**src/rtl/secded_corrector_pipe.sv**
```systemverilog
// Pipelined extended-Hamming (SEC-DED) decoder with valid/ready handshake and saturating error counters.
// Optional syndrome log ports/logic are built only when SECDED_SYND_LOG_EN is defined.
module secded_corrector_pipe #(
  parameter  int unsigned DATA_W = 32,
  parameter  int unsigned CNT_W  = 16,
  // Smallest P with 2^P >= DATA_W+P+1, resolved for the legal DATA_W range 8..64
  localparam int unsigned P      = (DATA_W <= 11) ? 4 :
                                   (DATA_W <= 26) ? 5 :
                                   (DATA_W <= 57) ? 6 : 7,
  localparam int unsigned CHK_W  = P + 1
) (
  input  logic              clk,
  input  logic              rst_n,
  input  logic              en,
  input  logic              in_valid,
  output logic              in_ready,
  input  logic [DATA_W-1:0] in_data,
  input  logic [CHK_W-1:0]  in_chk,
  output logic              out_valid,
  input  logic              out_ready,
  output logic [DATA_W-1:0] out_data,
  output logic              out_sec,
  output logic              out_ded,
  output logic [CHK_W-1:0]  out_syn,
  input  logic              cnt_clr,
  output logic [CNT_W-1:0]  cnt_sec,
  output logic [CNT_W-1:0]  cnt_ded
`ifdef SECDED_SYND_LOG_EN
  ,
  output logic              log_valid,
  output logic [CHK_W-1:0]  log_syn
`endif
);

  // Codeword position of data bit idx: the idx-th non-power-of-two position starting at 3.
  function automatic int unsigned data_pos(input int unsigned idx);
    int unsigned cnt;
    int unsigned pos;
    cnt = 0;
    pos = 0;
    for (int unsigned q = 3; q < 256; q++) begin
      if ((q & (q - 1)) != 0) begin
        if (cnt == idx) pos = q;
        cnt++;
      end
    end
    return pos;
  endfunction

  function automatic logic [DATA_W-1:0] chk_mask(input int unsigned k);
    logic [DATA_W-1:0] m;
    m = '0;
    for (int unsigned i = 0; i < DATA_W; i++) begin
      m[i] = ((data_pos(i) >> k) & 32'd1) != 32'd0;
    end
    return m;
  endfunction

  localparam logic [CHK_W-1:0] LAST_POS = CHK_W'(DATA_W + P);

  logic a1, a2, fire;

  logic [P-1:0]      syn_c;
  logic              pe_c;

  logic              s1_valid_q;
  logic [DATA_W-1:0] s1_data_q;
  logic [P-1:0]      s1_syn_q;
  logic              s1_pe_q;
  logic              s1_en_q;

  logic [DATA_W-1:0] flip_c;
  logic [DATA_W-1:0] data_d;
  logic              sec_d, ded_d;

  logic              s2_valid_q;
  logic [DATA_W-1:0] s2_data_q;
  logic              s2_sec_q, s2_ded_q;
  logic [CHK_W-1:0]  s2_syn_q;

  logic [CNT_W-1:0]  cnt_sec_q, cnt_sec_d;
  logic [CNT_W-1:0]  cnt_ded_q, cnt_ded_d;

  assign a2       = !s2_valid_q || out_ready;
  assign a1       = !s1_valid_q || a2;
  assign in_ready = a1;
  assign fire     = s2_valid_q && out_ready;

  for (genvar k = 0; k < P; k++) begin : g_syn
    localparam logic [DATA_W-1:0] MASK = chk_mask(k);
    assign syn_c[k] = in_chk[k] ^ (^(in_data & MASK));
  end

  assign pe_c = (^in_data) ^ (^in_chk);

  always_ff @(posedge clk or negedge rst_n) begin
    if (!rst_n) begin
      s1_valid_q <= 1'b0;
      s1_data_q  <= '0;
      s1_syn_q   <= '0;
      s1_pe_q    <= 1'b0;
      s1_en_q    <= 1'b0;
    end else if (a1) begin
      s1_valid_q <= in_valid;
      if (in_valid) begin
        s1_data_q <= in_data;
        s1_syn_q  <= syn_c;
        s1_pe_q   <= pe_c;
        s1_en_q   <= en;
      end
    end
  end

  // Syndromes that are powers of two or zero never match a data position, so flip_c stays clear.
  for (genvar i = 0; i < DATA_W; i++) begin : g_flip
    localparam logic [P-1:0] POS = P'(data_pos(i));
    assign flip_c[i] = (s1_syn_q == POS);
  end

  always_comb begin
    data_d = s1_data_q;
    sec_d  = 1'b0;
    ded_d  = 1'b0;
    if (s1_en_q) begin
      if (s1_pe_q) begin
        if ({1'b0, s1_syn_q} <= LAST_POS) begin
          sec_d  = 1'b1;
          data_d = s1_data_q ^ flip_c;
        end else begin
          ded_d = 1'b1;
        end
      end else if (s1_syn_q != '0) begin
        ded_d = 1'b1;
      end
    end
  end

  always_ff @(posedge clk or negedge rst_n) begin
    if (!rst_n) begin
      s2_valid_q <= 1'b0;
      s2_data_q  <= '0;
      s2_sec_q   <= 1'b0;
      s2_ded_q   <= 1'b0;
      s2_syn_q   <= '0;
    end else if (a2) begin
      s2_valid_q <= s1_valid_q;
      if (s1_valid_q) begin
        s2_data_q <= data_d;
        s2_sec_q  <= sec_d;
        s2_ded_q  <= ded_d;
        s2_syn_q  <= {s1_pe_q, s1_syn_q};
      end
    end
  end

  assign out_valid = s2_valid_q;
  assign out_data  = s2_data_q;
  assign out_sec   = s2_sec_q;
  assign out_ded   = s2_ded_q;
  assign out_syn   = s2_syn_q;

  always_comb begin
    cnt_sec_d = cnt_sec_q;
    cnt_ded_d = cnt_ded_q;
    if (cnt_clr) begin
      cnt_sec_d = '0;
      cnt_ded_d = '0;
    end else if (fire) begin
      if (s2_sec_q && (cnt_sec_q != '1)) cnt_sec_d = cnt_sec_q + 1'b1;
      if (s2_ded_q && (cnt_ded_q != '1)) cnt_ded_d = cnt_ded_q + 1'b1;
    end
  end

  always_ff @(posedge clk or negedge rst_n) begin
    if (!rst_n) begin
      cnt_sec_q <= '0;
      cnt_ded_q <= '0;
    end else begin
      cnt_sec_q <= cnt_sec_d;
      cnt_ded_q <= cnt_ded_d;
    end
  end

  assign cnt_sec = cnt_sec_q;
  assign cnt_ded = cnt_ded_q;

`ifdef SECDED_SYND_LOG_EN
  logic             log_valid_q, log_valid_d;
  logic [CHK_W-1:0] log_syn_q, log_syn_d;

  always_comb begin
    log_valid_d = log_valid_q;
    log_syn_d   = log_syn_q;
    if (cnt_clr) begin
      log_valid_d = 1'b0;
      log_syn_d   = '0;
    end else if (fire && (s2_sec_q || s2_ded_q) && !log_valid_q) begin
      log_valid_d = 1'b1;
      log_syn_d   = s2_syn_q;
    end
  end

  always_ff @(posedge clk or negedge rst_n) begin
    if (!rst_n) begin
      log_valid_q <= 1'b0;
      log_syn_q   <= '0;
    end else begin
      log_valid_q <= log_valid_d;
      log_syn_q   <= log_syn_d;
    end
  end

  assign log_valid = log_valid_q;
  assign log_syn   = log_syn_q;
`endif

endmodule

```
**config.mk**
```make
export PLATFORM = sky130hd
export DESIGN_NAME = secded_corrector_pipe
export DESIGN_NICKNAME = d
export VERILOG_FILES = /design/src/rtl/secded_corrector_pipe.sv
export SDC_FILE = /design/constraint.sdc
export NUM_CORES = 1
export LEC_CHECK = 0
export ABC_AREA = 0
export BUFFER_PORTS_ARGS = -buffer_cell sky130_fd_sc_hd__clkbuf_2
export CORE_MARGIN = 4
export CORE_UTILIZATION = 59
export DETAILED_ROUTE_END_ITERATION = 7
export PLACE_DENSITY_LB_ADDON = 0.2
export REMOVE_ABC_BUFFERS = 1
export SLEW_MARGIN = 20
export SYNTH_ARGS = -nofsm -noshare
export SYNTH_HDL_FRONTEND = slang
export SYNTH_SLANG_ARGS = --single-unit
```
**constraint.sdc**
```tcl
create_clock -name clk -period 3.1 [get_ports clk]
set_input_delay 0.62 -clock clk [delete_from_list [all_inputs] [get_ports clk]]
set_output_delay 0.62 -clock clk [all_outputs]
set_load 0.005 [all_outputs]
```
==> flow_metrics.env, run 1 <==
export IMPL_status="completed"
export IMPL_tritoncts="done"
export IMPL_power_frac_comb_pct=24.8
export IMPL_total_standard_cell_area_after_synthesis_mm2=0.005869
export IMPL_syn_area_per_cell_um2=10.32
export IMPL_netlist_instances=569
export IMPL_class_of_the_tightest_hold_or_removal_check="input port to asynchronous set/reset pin"
export IMPL_seq_area_frac_synth_pct=49.03
export IMPL_grt_pass1_vias=4729
export IMPL_switching_share_pct=31.23
export IMPL_period_share_pct=74.47
export IMPL_placement_io_buffers=119
export IMPL_asyncSetResetFlopFracSynth_pct=100.0
export IMPL_critPathKind="register to register"
export IMPL_critical_path_end_type="register"
export IMPL_ys_warn_count=0
export IMPL_pwr_share_clk_pct=33.3
export IMPL_tns_ps=0
export IMPL_clock_skew_ps=6.798
export IMPL_layout_commonest_cell="sky130_fd_sc_hd__clkbuf_2"
export IMPL_rows=36
export IMPL_maxSlewViolCount=0
export IMPL_final_number_of_hold_violating_endpoints=0
export IMPL_internal_power_uw=3338
export IMPL_cts_max_path_buffers=2
export IMPL_place_gp_congestion=0.8620
export IMPL_clk_insertion_delay_late_ps=530
export IMPL_dieHeight_um=107.7
export IMPL_power_density_mw_per_mm2=682.3
export IMPL_synth_enable_flop_cells=0
export IMPL_first_iter_violations=252
export IMPL_part_of_the_total_power_dissipated_in_sequential_elements_pct=41.9
export IMPL_flip_flop_cell_with_the_highest_count_after_synthesis="sky130_fd_sc_hd__dfrtp_1"
export IMPL_numCtsBuffers=17
export IMPL_drt_vias_per_instance=5.480
export IMPL_drive_above_1_share_pct=28.13
export IMPL_num_antenna_cells=0
export IMPL_peak_freq_mhz=433.2
export IMPL_detailroute_via_count=4587
export IMPL_drt_pass1_iterations=5
export IMPL_static_leakage_power_uw=0.003117
export IMPL_most_common_layout_cells="118 x sky130_fd_sc_hd__clkbuf_2, 115 x sky130_fd_sc_hd__dfrtp_1, 82 x sky130_fd_sc_hd__nor2_1, 73 x sky130_fd_sc_hd__xnor2_1, 45 x sky130_fd_sc_hd__xor2_1"
export IMPL_synthDistinctLibCells=34
export IMPL_routed_wl_um=13920
export IMPL_startpoint_types="register"
export IMPL_fp_dieW_um=107.7
export IMPL_htree_num_levels=4
export IMPL_rsz0062_at_grt="false"
export IMPL_timing_critical_path_fanout_max=6
export IMPL_cp_required_ps=3480
export IMPL_area_growth_pct=21.21
export IMPL_final_net_count=739
export IMPL_core_area_mm2=0.009729
export IMPL_max_slew_margin_rel_pct=36.08
export IMPL_clock_root_buffer="sky130_fd_sc_hd__clkbuf_8"
export IMPL_grt_max_degree=116
export IMPL_drt_antenna_violating_nets=0
export IMPL_power_switching_uw=1516
export IMPL_design_die_area_mm2=0.01161
export IMPL_post_cts_resized_instances=0
export IMPL_synth_ff_latch_count=115
export IMPL_cap_violations=0
export IMPL_overflow=0
export IMPL_final_critical_delay_including_setup_and_external_delays_ps=2309
export IMPL_timing_worst_slew_pin_value_ps=946.7
export IMPL_setup_violations_final=0
export IMPL_worst_endpoint_arrival_ps=2690
export IMPL_grt_use_total_pct=25.20
export IMPL_cts_num_sinks=115
export IMPL_post_cts_repair_setup_buffers=0
export IMPL_ios=120
export IMPL_detailedPlace_worstSlack_ps=761.7
export IMPL_post_route_drc_count=0
export IMPL_minimum_setup_slack_in_the_final_design_ps=791.4
export IMPL_post_dp_hpwl_um=9903
export IMPL_floorplan_initialDensity_pct=60.33
export IMPL_number_of_antenna_violations_at_the_first_check_in_global_routing=0
export IMPL_average_wire_per_cell_in_the_routed_design_um=16.63
export IMPL_cts_hold_buffers_added=0
export IMPL_clk_pin_slew_worst_paths_ps=50
export IMPL_vdd_ir_drop_worst_uv=410.5
export IMPL_grt_pass1_wl_um=22700
[power by group through the flow]
stage	clock (uW)	sequential, uW	combinational [uW]
6_report	1620	2040	1200
5_1_grt	1710	2070	1320
4_1_cts	1630	2030	1210
3_5_place_dp	0	2050	1190
3_3_place_gp	0	2030	1160
2_1_floorplan	0	1990	762
[cell type report]
class	instances	area (um2)
flip-flops and latches	115	2878
clock buffers	24	450.4
repair buffers	125	668.1
clock inverters	7	35.03
well taps	133	166.4
inverters	6	22.52
fillers	747	2615
multi-input cells	427	2894
[Yosys cell counts (all sizes together) (2+ instances only)]
| master | instances | share of area, % |
|---|---|---|
| dfrtp | 115 | 49 |
| nor2 | 82 | 5.2 |
| xnor2 | 75 | 11 |
| xor2 | 45 | 6.7 |
| mux2 | 40 | 7.7 |
| a21oi | 37 | 3.2 |
| nand2 | 37 | 2.4 |
| nand3 | 23 | 2.0 |
| clkbuf | 20 | 1.3 |
| nand4 | 15 | 1.6 |
| o21ai | 14 | 1.2 |
| nor3 | 11 | 0.94 |
| and3 | 8 | 0.85 |
| nand2b | 7 | 0.75 |
| inv | 6 | 0.38 |
| and2 | 4 | 0.43 |
| nor2b | 4 | 0.43 |
| or3 | 4 | 0.43 |
| xnor3 | 4 | 1.5 |
| mux2i | 3 | 0.51 |
| or2 | 3 | 0.32 |
| ha | 2 | 0.43 |
[worst max-delay path, stage by stage, from the launching register on]
cell,delay (ps)
sky130_fd_sc_hd__dfrtp_1,430
sky130_fd_sc_hd__nand4_1,170
sky130_fd_sc_hd__or2_2,350
sky130_fd_sc_hd__o311ai_0,830
sky130_fd_sc_hd__nor2_1,120
sky130_fd_sc_hd__xnor2_1,200
sky130_fd_sc_hd__nor2_1,60
[layer usage]
layer / share of wire, % / vias up / global-route usage, %
met5: 0 / - / 0
met4: 2.2 / 0 / 10.55
met3: 5.9 / 29 / 5.999
met2: 50 / 164 / 41.83
met1: 41 / 2239 / 31.59
li1: - / 2155 / -
[final timing paths]
kind,start,endpoint,slack [ps],depth (start not counted)
worst max-delay path,cnt_ded[9],cnt_ded[8],790,6
max in group asynchronous,rst_n,s1_data_q[30],2470,2
min in group clk,en,s1_en_q,350,2
worst min register to register,s1_valid_q,out_valid,480,1
worst min-delay path,rst_n,cnt_sec[5],170,2
worst max register to register,cnt_ded[9],cnt_ded[8],790,6
[state kept, by name, indices dropped and copies added (netlist names)]
signal and flops:
cnt_sec 16, cnt_ded 16, s1_en_q 1, out_ded 1, s1_valid_q 1, s1_data_q 32
s1_pe_q 1, out_syn 7, s1_syn_q 6, out_valid 1, out_sec 1, out_data 32
[cells by family (layout without fill, tap and decap cells)]
family / count (synthesis) / after routing / share of synthesized area (%)
and+or+nand+nor: 203 / 203 / 16.01
DFF: 115 / 115 / 49.03
adders and majority gates: 2 / 2 / 0.4263
xor gates and xnor gates: 124 / 124 / 19.70
AOI/OAI and AO/OA: 55 / 55 / 4.924
buffers and inverters: 27 / 162 / 1.727
muxes: 43 / 43 / 8.186
[stage by stage]
step / utilization (%) / power (uW) / hold WS, ps / cells / area, um2
CTS: 73.12 / 4879 / 211.7 / 837 / 7114
floorplan: - / 2752 / 324.4 / 548 / 5791
global route: 73.12 / 5097 / 213.8 / 837 / 7114
detailed placement: 68.13 / 3247 / 471.3 / 806 / 6629
finish: 73.12 / 4854 / 167.2 / 837 / 7114
global placement: 68.13 / 3195 / 457.3 / 806 / 6629
Note: power is estimated with default switching activity, not from simulation.
==> run 2: changes to the inputs <==
Settings changed: ABC_AREA 0 to 1, CORE_UTILIZATION 59 to 51.
Clock period 3.1 ns to 2 ns, I/O delays scaled along.
==> run 2 against run 1 <==
Synthesized cell count is 60% higher. Register-to-register slack lost 630 ps. Clock skew up 1.8 ps. Combinational power up 65%. Final area grew 16%.
==> flow_metrics.env, run 2 <==
export IMPL_place_detailed_instances=1190
export IMPL_overflow=0
export IMPL_placement_io_buffers=119
export IMPL_synth_ff_latch_count=115
export IMPL_synth_top_family_by_area="simple AND/OR/NAND/NOR gates"
export IMPL_ff2ff_path_depth=9
export IMPL_switching_share_pct=32.25
export IMPL_drt_pass1_iterations=7
export IMPL_complex_gate_fraction_of_the_synthesized_area_pct=7.216
export IMPL_netlist_instances=908
export IMPL_final_number_of_hold_violating_endpoints=0
export IMPL_max_slew_margin_rel_pct=54.09
export IMPL_flip_flop_cell_with_the_highest_count_after_synthesis="sky130_fd_sc_hd__dfrtp_1"
export IMPL_worst_hold_startpoint="en"
export IMPL_vdd_ir_drop_worst_uv=536.0
export IMPL_grt_pass1_wl_um=27160
export IMPL_clk_insertion_delay_late_ps=420
export IMPL_cap_violations=0
export IMPL_finalHoldWorstSlack_ps=210.7
export IMPL_timing_worst_slew_pin_value_ps=688.0
export IMPL_status="completed"
export IMPL_htree_num_levels=4
export IMPL_crit_path_end="cnt_sec[5]"
export IMPL_critPathKind="register to register"
export IMPL_drt_vias_per_instance=5.009
export IMPL_synthDistinctLibCells=40
export IMPL_average_wire_per_cell_in_the_routed_design_um=13.69
export IMPL_tritoncts="done"
export IMPL_peak_freq_mhz=542.9
export IMPL_floorplan_initialDensity_pct=53.13
export IMPL_first_iter_violations=436
export IMPL_timing_critical_path_fanout_max=8
export IMPL_worst_r2r_startpoint="cnt_sec[1]"
export IMPL_ys_warn_count=0
export IMPL_grt_max_degree=61
export IMPL_syn_area_per_cell_um2=7.504
export IMPL_area_growth_pct=21.19
export IMPL_power_switching_uw=2517
export IMPL_fp_dieW_um=123.6
export IMPL_synth_enable_flop_cells=0
export IMPL_total_standard_cell_area_after_synthesis_mm2=0.006814
export IMPL_design_die_area_mm2=0.01527
export IMPL_class_of_the_tightest_hold_or_removal_check="input port to register"
export IMPL_power_density_mw_per_mm2=945.2
export IMPL_startpoint="cnt_sec[1]"
export IMPL_final_net_count=1089
export IMPL_critical_path_end_type="register"
export IMPL_clock_skew_ps=8.637
export IMPL_ios=120
export IMPL_cp_required_ps=2300
export IMPL_r2r_setup_slack_ps=160
export IMPL_setup_violations_final=0
export IMPL_startpoint_types="register"
export IMPL_clk_pin_slew_worst_paths_ps=50
export IMPL_area_of_combinational_cells_with_multiple_inputs_mm2=0.003513
export IMPL_synth_mux_area_share_pct=0
export IMPL_core_area_mm2=0.01282
export IMPL_layout_commonest_cell="sky130_fd_sc_hd__nand2_1"
export IMPL_post_synth_xor_area_fraction_pct=11.68
export IMPL_static_leakage_power_uw=0.004204
export IMPL_pwr_share_clk_pct=35.1
export IMPL_asyncSetResetFlopFracSynth_pct=100.0
export IMPL_numCtsBuffers=17
export IMPL_power_frac_comb_pct=25.4
export IMPL_post_synth_top_count_cell="sky130_fd_sc_hd__nand2_1"
export IMPL_worst_endpoint_arrival_ps=2140
export IMPL_minimum_setup_slack_in_the_final_design_ps=157.9
export IMPL_cts_max_path_buffers=2
export IMPL_internal_power_uw=5288
export IMPL_grt_use_total_pct=22.78
export IMPL_maxSlewViolCount=0
export IMPL_post_route_drc_count=0
export IMPL_final_critical_delay_including_setup_and_external_delays_ps=1842
export IMPL_post_placement_cell_area_mm2=0.007677
export IMPL_ff_latch_area_mm2=0.002878
export IMPL_fin_cells=1223
export IMPL_routed_wl_um=16740
export IMPL_grt_pass1_vias=5719
export IMPL_synth_top_cell_by_area="sky130_fd_sc_hd__dfrtp_1"
export IMPL_final_cell_utilization_of_the_core_pct=64.39
export IMPL_rows=41
export IMPL_detailroute_via_count=6126
export IMPL_detailedPlace_worstSlack_ps=165.3
export IMPL_post_route_cell_area_mm2=0.008258
export IMPL_period_share_pct=92.10
export IMPL_number_of_antenna_violations_at_the_first_check_in_global_routing=0
export IMPL_dieHeight_um=123.6
export IMPL_most_common_layout_cells="343 x sky130_fd_sc_hd__nand2_1, 118 x sky130_fd_sc_hd__clkbuf_2, 115 x sky130_fd_sc_hd__dfrtp_1, 81 x sky130_fd_sc_hd__inv_1, 61 x sky130_fd_sc_hd__xor2_1"
export IMPL_synth_top_area_share_pct=42.23
export IMPL_post_synth_main_area_contributors="sky130_fd_sc_hd__dfrtp_1 42%, sky130_fd_sc_hd__nand2_1 19%, sky130_fd_sc_hd__xor2_1 7.8%, sky130_fd_sc_hd__inv_1 4.5%, sky130_fd_sc_hd__xnor2_1 3.6%"
export IMPL_part_of_the_total_power_dissipated_in_sequential_elements_pct=39.4
export IMPL_seq_area_frac_synth_pct=42.23
export IMPL_num_antenna_cells=0
export IMPL_drive_above_1_share_pct=19.79
export IMPL_post_dp_hpwl_um=12800
export IMPL_ys_top_cells_by_count="345 x sky130_fd_sc_hd__nand2_1, 115 x sky130_fd_sc_hd__dfrtp_1, 81 x sky130_fd_sc_hd__inv_1, 61 x sky130_fd_sc_hd__xor2_1, 42 x sky130_fd_sc_hd__nand3_1"
export IMPL_drt_antenna_violating_nets=0
export IMPL_clock_root_buffer="sky130_fd_sc_hd__clkbuf_16"
export IMPL_r2r_end="cnt_sec[5]"
export IMPL_place_gp_congestion=0.9231
export IMPL_synth_adder_area_share_pct=0.3672
export IMPL_synthSimpleGateAreaFrac_pct=31.99
export IMPL_cts_num_sinks=115
export IMPL_num_fill_cells=1172
run 2: timing repair:
action,4_1_cts,5_1_grt
hold endpoints to repair,25,0
setup endpoints to repair,0,5
hold buffers,1,0
gates resized for setup,0,2
setup buffers,0,3
run 2: cell type report:
| class | count | area share [%] |
|---|---|---|
| multi-input combinational | 681 | 42.55 |
| sequential | 115 | 34.85 |
| timing repair buffer | 136 | 9.424 |
| clock buffer | 22 | 5.742 |
| inverter | 91 | 4.136 |
| tap | 172 | 2.606 |
| clock inverter | 6 | 0.6970 |
run 2: power by group through the flow:
stage / Combinational [uW] / Sequential (uW) / Clock [uW]
final: 1980 / 3080 / 2740
after global routing: 2260 / 3130 / 2910
after CTS: 2000 / 3080 / 2780
after detailed placement: 1980 / 3110 / 0
after global placement: 1960 / 3090 / 0
after floorplan: 1180 / 3080 / 0
run 2: stage by stage:
step	setup TNS, ps	power, uW
finish	0	7805
global placement	0	5051
floorplan	-7238	4256
global route	-5.193	8303
detailed placement	0	5089
CTS	0	7857
run 2: logic make-up (layout without fill, tap and decap cells):
group,Yosys count,in the layout
DFF,115,115
adders and majority gates,2,2
buffers and inverters,113,255
AOI/OAI and AO/OA,94,94
xor gates and xnor gates,90,90
and+or+nand+nor,494,495
run 2: worst min-delay path by stage:
stage / depth (start not counted) / endpoint
final: 3 / s1_en_q
after global routing: 3 / s1_en_q
after CTS: 3 / s1_en_q
after detailed placement: 1 / cnt_ded[12]
after global placement: 1 / cnt_ded[14]
after floorplan: 0 / cnt_ded[0]
run 2: routing by layer:
metal	wire (um)	track usage, %	vias to the layer above
met1	7529	29.49	2813
met2	8100	38.12	159
met5	0	0	-
li1	-	-	3133
met3	831	4.950	21
met4	282	7.336	0
run 2: worst max-delay path: stages, from the launching register on:
cell and delay, ps:
sky130_fd_sc_hd__dfrtp_1 400, sky130_fd_sc_hd__ha_1 230, sky130_fd_sc_hd__nand2_1 140, sky130_fd_sc_hd__nor2_4 70, sky130_fd_sc_hd__nand4_1 100, sky130_fd_sc_hd__nand4_2 250, sky130_fd_sc_hd__nand2_4 220, sky130_fd_sc_hd__clkinv_1 160
sky130_fd_sc_hd__nor2_1 120, sky130_fd_sc_hd__a21oi_1 50
